### src/rtl/kyber_pkg.sv
// Purpose: shared Kyber constants, transform mode encodings and butterfly address/zeta generation.
// Latency: n/a (package of constants and a pure combinational helper function).
// Backpressure: n/a.
package kyber_pkg;

    localparam int N            = 256;
    localparam int NTT_LAYERS   = 7;
    localparam int BF_PER_LAYER = N / 2;

    localparam logic [1:0] MODE_NTT    = 2'd0;
    localparam logic [1:0] MODE_INTT   = 2'd1;
    localparam logic [1:0] MODE_MULT   = 2'd2;
    localparam logic [1:0] MODE_ADDSUB = 2'd3;

    // One butterfly read command: both coefficient addresses plus the zeta ROM index.
    typedef struct packed {
        logic [7:0] addr_1;
        logic [7:0] addr_2;
        logic [6:0] zeta;
    } rd_cmd_t;

    // Maps (layer, butterfly) to addresses and zeta. The forward transform walks
    // spans 128..2 with rising zeta; the inverse walks spans 2..128 with falling zeta.
    function automatic rd_cmd_t bf_cmd(input logic [2:0] l, input logic [6:0] b, input logic intt);
        int      len;
        int      g;
        int      o;
        int      a1;
        int      z;
        rd_cmd_t c;
        if (!intt) begin
            len = 128 >> l;
            g   = int'(b) >> (7 - int'(l));
            z   = (1 << l) + g;
        end else begin
            len = 2 << l;
            g   = int'(b) >> (int'(l) + 1);
            z   = (128 >> l) - 1 - g;
        end
        o        = int'(b) & (len - 1);
        a1       = 2 * len * g + o;
        c.addr_1 = 8'(a1);
        c.addr_2 = 8'(a1 + len);
        c.zeta   = 7'(z);
        return c;
    endfunction

endpackage

### src/rtl/ntt_delay_line.sv
// Purpose: fixed-depth shift register aligning write strobe/addresses with butterfly results.
// Latency: DEPTH cycles from d_i to q_o.
// Backpressure: none; shifts every cycle.
module ntt_delay_line #(
    parameter int DEPTH = 6,
    parameter int W     = 17
) (
    input  logic         clk,
    input  logic         rst,
    input  logic [W-1:0] d_i,
    output logic [W-1:0] q_o
);

    logic [W-1:0] stage_q [DEPTH];

    // Shift every cycle; reset flushes all in-flight entries so no stale write survives.
    always_ff @(posedge clk) begin
        if (rst) begin
            for (int i = 0; i < DEPTH; i++) begin
                stage_q[i] <= '0;
            end
        end else begin
            stage_q[0] <= d_i;
            for (int i = 1; i < DEPTH; i++) begin
                stage_q[i] <= stage_q[i-1];
            end
        end
    end

    assign q_o = stage_q[DEPTH-1];

endmodule

### src/rtl/ntt_ctrl.sv
// Purpose: sequences the 7 layers x 128 butterflies of a Kyber NTT/INTT over one RAM.
// Latency: start to done is 939 cycles; writes trail reads by RD_LAT+BF_LAT cycles.
// Backpressure: none; start is ignored while busy, a drain gap separates layers.
module ntt_ctrl
    import kyber_pkg::*;
#(
    parameter int RD_LAT = 1,
    parameter int BF_LAT = 5
) (
    input  logic       clk,
    input  logic       rst,
    input  logic       start,
    input  logic [1:0] mode,
    output logic       busy,
    output logic       done,
    output logic       rd_en,
    output logic [7:0] rd_addr_1,
    output logic [7:0] rd_addr_2,
    output logic [6:0] zeta_idx,
    output logic [1:0] bf_mode,
    output logic       wr_en,
    output logic [7:0] wr_addr_1,
    output logic [7:0] wr_addr_2
);

    localparam int PIPE_LAT = RD_LAT + BF_LAT;
    localparam int DW       = (PIPE_LAT > 1) ? $clog2(PIPE_LAT) : 1;

    localparam logic [1:0] S_IDLE  = 2'd0;
    localparam logic [1:0] S_ISSUE = 2'd1;
    localparam logic [1:0] S_DRAIN = 2'd2;
    localparam logic [1:0] S_FIN   = 2'd3;

    logic [1:0]    state_q, state_d;
    logic [1:0]    mode_q, mode_d;
    logic [2:0]    layer_q, layer_d;
    logic [6:0]    bf_q, bf_d;
    logic [DW-1:0] drain_q, drain_d;

    logic          rd_en_q;
    rd_cmd_t       cmd_q;
    logic          busy_q;
    logic          done_q;
    logic [1:0]    bf_mode_q;

    logic          issue_d;
    logic          busy_d;
    rd_cmd_t       cmd_d;
    logic [16:0]   wr_bus;

    // Next-state logic: counters advance one butterfly per ISSUE cycle, DRAIN waits out the pipeline.
    always_comb begin
        state_d = state_q;
        mode_d  = mode_q;
        layer_d = layer_q;
        bf_d    = bf_q;
        drain_d = drain_q;
        case (state_q)
            S_IDLE: begin
                if (start && (mode == MODE_NTT || mode == MODE_INTT)) begin
                    state_d = S_ISSUE;
                    mode_d  = mode;
                    layer_d = '0;
                    bf_d    = '0;
                end
            end
            S_ISSUE: begin
                if (bf_q == 7'(BF_PER_LAYER - 1)) begin
                    state_d = S_DRAIN;
                    drain_d = '0;
                end else begin
                    bf_d = bf_q + 7'd1;
                end
            end
            S_DRAIN: begin
                if (drain_q == DW'(PIPE_LAT - 1)) begin
                    if (layer_q == 3'(NTT_LAYERS - 1)) begin
                        state_d = S_FIN;
                    end else begin
                        state_d = S_ISSUE;
                        layer_d = layer_q + 3'd1;
                        bf_d    = '0;
                    end
                end else begin
                    drain_d = drain_q + DW'(1);
                end
            end
            S_FIN:   state_d = S_IDLE;
            default: state_d = S_IDLE;
        endcase
    end

    // Outputs are computed from next-state so they land registered in the cycle the state is entered.
    always_comb begin
        issue_d = (state_d == S_ISSUE);
        busy_d  = (state_d == S_ISSUE) || (state_d == S_DRAIN);
        cmd_d   = bf_cmd(layer_d, bf_d, mode_d[0]);
    end

    // State, counters and registered outputs; reset wins over a simultaneous start.
    always_ff @(posedge clk) begin
        if (rst) begin
            state_q   <= S_IDLE;
            mode_q    <= '0;
            layer_q   <= '0;
            bf_q      <= '0;
            drain_q   <= '0;
            rd_en_q   <= 1'b0;
            cmd_q     <= '0;
            busy_q    <= 1'b0;
            done_q    <= 1'b0;
            bf_mode_q <= '0;
        end else begin
            state_q   <= state_d;
            mode_q    <= mode_d;
            layer_q   <= layer_d;
            bf_q      <= bf_d;
            drain_q   <= drain_d;
            rd_en_q   <= issue_d;
            cmd_q     <= issue_d ? cmd_d : '0;
            busy_q    <= busy_d;
            done_q    <= (state_d == S_FIN);
            bf_mode_q <= busy_d ? mode_d : 2'd0;
        end
    end

    ntt_delay_line #(
        .DEPTH (PIPE_LAT),
        .W     (17)
    ) u_wr_dly (
        .clk (clk),
        .rst (rst),
        .d_i ({rd_en_q, cmd_q.addr_1, cmd_q.addr_2}),
        .q_o (wr_bus)
    );

    assign busy      = busy_q;
    assign done      = done_q;
    assign rd_en     = rd_en_q;
    assign rd_addr_1 = cmd_q.addr_1;
    assign rd_addr_2 = cmd_q.addr_2;
    assign zeta_idx  = cmd_q.zeta;
    assign bf_mode   = bf_mode_q;
    assign wr_en     = wr_bus[16];
    assign wr_addr_1 = wr_bus[15:8];
    assign wr_addr_2 = wr_bus[7:0];

endmodule
### config.mk
export PLATFORM = sky130hd
export DESIGN_NAME = ntt_ctrl
export DESIGN_NICKNAME = d
export VERILOG_FILES = /design/src/rtl/kyber_pkg.sv /design/src/rtl/ntt_delay_line.sv /design/src/rtl/ntt_ctrl.sv
export SDC_FILE = /design/constraint.sdc
export NUM_CORES = 1
export LEC_CHECK = 0
export CORE_MARGIN = 2
export CORE_UTILIZATION = 63
export DETAILED_ROUTE_END_ITERATION = 8
export HOLD_SLACK_MARGIN = 0.02
export PLACE_DENSITY_LB_ADDON = 0.25
export SLEW_MARGIN = 10
export SYNTH_ARGS = -nofsm -noshare
export SYNTH_HDL_FRONTEND = slang
export SYNTH_HIERARCHICAL = 1
export SYNTH_SLANG_ARGS = --single-unit
### constraint.sdc
create_clock -name clk -period 13.3 [get_ports clk]
set_input_delay 2.66 -clock clk [delete_from_list [all_inputs] [get_ports clk]]
set_output_delay 2.66 -clock clk [all_outputs]
set_load 0.05 [all_outputs]
==> run metrics <==
count of input and output buffers 49; run status completed; final worst slack about 4200 ps; hold buffers post-CTS 0; detailed-route via count 5062; total power 0.966 mW; power per cell area approximately 120 nW/um2; Die Wd around 110 um; Max-slew headroom a little under a quarter; fmax around 110 MHz; most frequent cell on the critical path ha_1; Seq/Total Area, Yosys 42.3%; Routed Antenna Nets 0; diodes inserted 0; Final period util a little under 70%; Synth Register Bits between 100 and 150; root buffer cell clkbuf_8; CTS buffer count 17; Rows 38; vias in the first global route 4941; Skew-Pair Late Insertion Delay around 530 ps; Die H about 110 um; Crit. End Element flop; Setup-failing EPs final 0; combinational family with the most area after synthesis simple AND/OR/NAND/NOR gates; RSZ-0062 raised after global routing false; Worst-Margin Slew 1150 ps; io pins 50; first-pass GRT wire length 24.8 mm; largest net degree at the start of global routing 103; grt ovf 0; Core Area approximately 11000 um2; Routed WL per cell 16.9 um; WP data arrival about 9600 ps; Crit path largest cell delay 870 ps; Max Root-Sink Buffers 2; minimum clock period just over 9000 ps; clock sinks around 150; Starting Density approximately 65%; post-synthesis xor/xnor area fraction 4.58%; H-tree depth 4; synth unique cells 71; initial antenna violation count 0; synth warn 6; adder-cell area share of the yosys netlist 11.4%; CP Max Fanout 7; Worst path slowest cell nor3_1; Routed WL ~16 mm; CTS tree done; clock skew about 16 ps; DR vias/cell between 5 and 6; share of cells above drive strength 1 between 7 and 8%; drt first-iter violations ~400; Hold Slack 429 ps; TNS Setup 0 ps; nets@finish 826; CP Launch Type input pin; clk slew on worst S/H paths approximately 70 ps; Synth Area in Compound Gates between 10% and 20%; DP Worst Slack 3720 ps; cts repair resizes 0; Hold Path Class reg -> reg; Max Slew Vio Count 0; Synth Net Count approximately 800; drt pass-1 iters 5; IR Drop Worst-Case VDD roughly 0.13 mV; GRT Overall Usage between 20% and 30%; area share of and/or/nand/nor cells after synthesis a little over a fifth; Cells after Synth between 700 and 800; synth-to-layout area growth 14.6%; Critical Path RT roughly 14000 ps; Detailed Place HPWL ~11 mm; Final Hold Violating Endpoints 0; Syn Std Cell Area about 7000 um2; mux cell area share after synthesis under 10%; GPL Wtd Cong between 0.9 and 1; max-cap violation count 0; number of enable flip-flop cells after synthesis 0; Residual DRC 0; post-CTS setup repair buffer count 0; die area approximately 12000 um2; Primary FF master, synth dfxtp_1; FFs w/ async S/R, synth 0%; Worst Path Class, Setup in -> reg; leakage power total 3.48 nW; mean post-synth cell area 9.42 um2
[where the power goes]
group | internal, mW | switching, mW
clock network | 0.276 | 0.198
registers | 0.445 | 0.00356
logic | 0.0138 | 0.0297
total | 0.735 | 0.231
[sequential cells by signal, summed over array words and instances, names as in the netlist]
name	cells
bf_mode	2
layer_q	3
done	1
rd_en	1
u_wr_dly/stage_q	102
bf_q	7
rd_addr_2	8
mode_q	2
state_q	2
drain_q	3
busy	1
rd_addr_1	8
zeta_idx	7
[worst max-delay path, delay by kind of cell]
kind	cells	cell delay, ps
multiplexers	1	190
XOR/XNOR	3	600
adder cells (fa/ha/maj)	7	2860
AND/OR/NAND/NOR	7	2080
AO/OA/AOI/OAI	4	550
buffers and inverters	4	630
[area by class of cell]
type                       instances  area [um2]
sequential                       147        2940
clock buffer                      17         414
tap                              140         175
multi-input combinational        505        3590
inverter                          38         143
timing repair buffer              55         533
clock inverter                    15         183
fill                             759        2810
[cells in the mapped netlist (11+ instances only)]
| cell | instances | area, um2 |
|---|---|---|
| a21o_1 | 11 | 82.6 |
| a21oi_1 | 32 | 160 |
| buf_2 | 16 | 80.1 |
| buf_4 | 18 | 135 |
| dfxtp_1 | 147 | 2940 |
| fa_1 | 11 | 220 |
| ha_1 | 46 | 576 |
| inv_1 | 38 | 143 |
| nand2_1 | 38 | 143 |
| nor2_1 | 68 | 255 |
| nor2b_1 | 111 | 694 |
| nor3_1 | 17 | 85.1 |
| o21ai_0 | 11 | 55.1 |
| xnor2_1 | 21 | 184 |
| xor2_1 | 11 | 96.3 |
[metal layers]
metal / track usage (%) / vias up / part of all wire, %
li1: - / 2504 / -
met1: 34.7 / 2375 / 44
met5: 0 / - / 0
met2: 46.3 / 160 / 49
met4: 8.70 / 0 / 1.3
met3: 6.63 / 23 / 5.6
[cell usage in the layout (no fill, tap or decap), types with 16 or more instances in the layout]
| master | count |
|---|---|
| a21oi_1 | 32 |
| clkbuf_16 | 16 |
| clkdlybuf4s50_1 | 48 |
| dfxtp_1 | 147 |
| ha_1 | 46 |
| inv_1 | 38 |
| nand2_1 | 38 |
| nor2_1 | 68 |
| nor2b_1 | 111 |
| nor3_1 | 17 |
| xnor2_1 | 21 |
[cells by family after synthesis]
group	after synthesis
AO/OA/AOI/OAI	119
multiplexers	8
AND/OR/NAND/NOR	286
XOR/XNOR	34
buffers and inverters	87
flip-flops	147
adder cells (fa/ha/maj)	57
other	1
[stage by stage]
stage	instance area, um2	instances	utilization (%)
2_1_floorplan	6960	739	-
3_3_place_gp	7380	885	68.4
3_5_place_dp	7380	885	68.4
4_1_cts	7980	917	74.0
5_1_grt	7980	917	74.0
6_report	7980	917	74.0
[worst paths after layout]
path                                           start  depth (start not counted)  slack, ps                                 end
hold reg to reg   u_wr_dly/stage_q[0][33]$_SDFF_PP0_                          1        430  u_wr_dly/stage_q[0][50]$_SDFF_PP0_
hold / removal    u_wr_dly/stage_q[0][33]$_SDFF_PP0_                          1        430  u_wr_dly/stage_q[0][50]$_SDFF_PP0_
setup reg to reg               state_q[0]$_SDFF_PP0_                         25       5890             rd_addr_2[7]$_SDFF_PP0_
setup / recovery                             mode[1]                         26       4190             rd_addr_2[7]$_SDFF_PP0_
No activity file was read; power rests on OpenSTA's default activity.
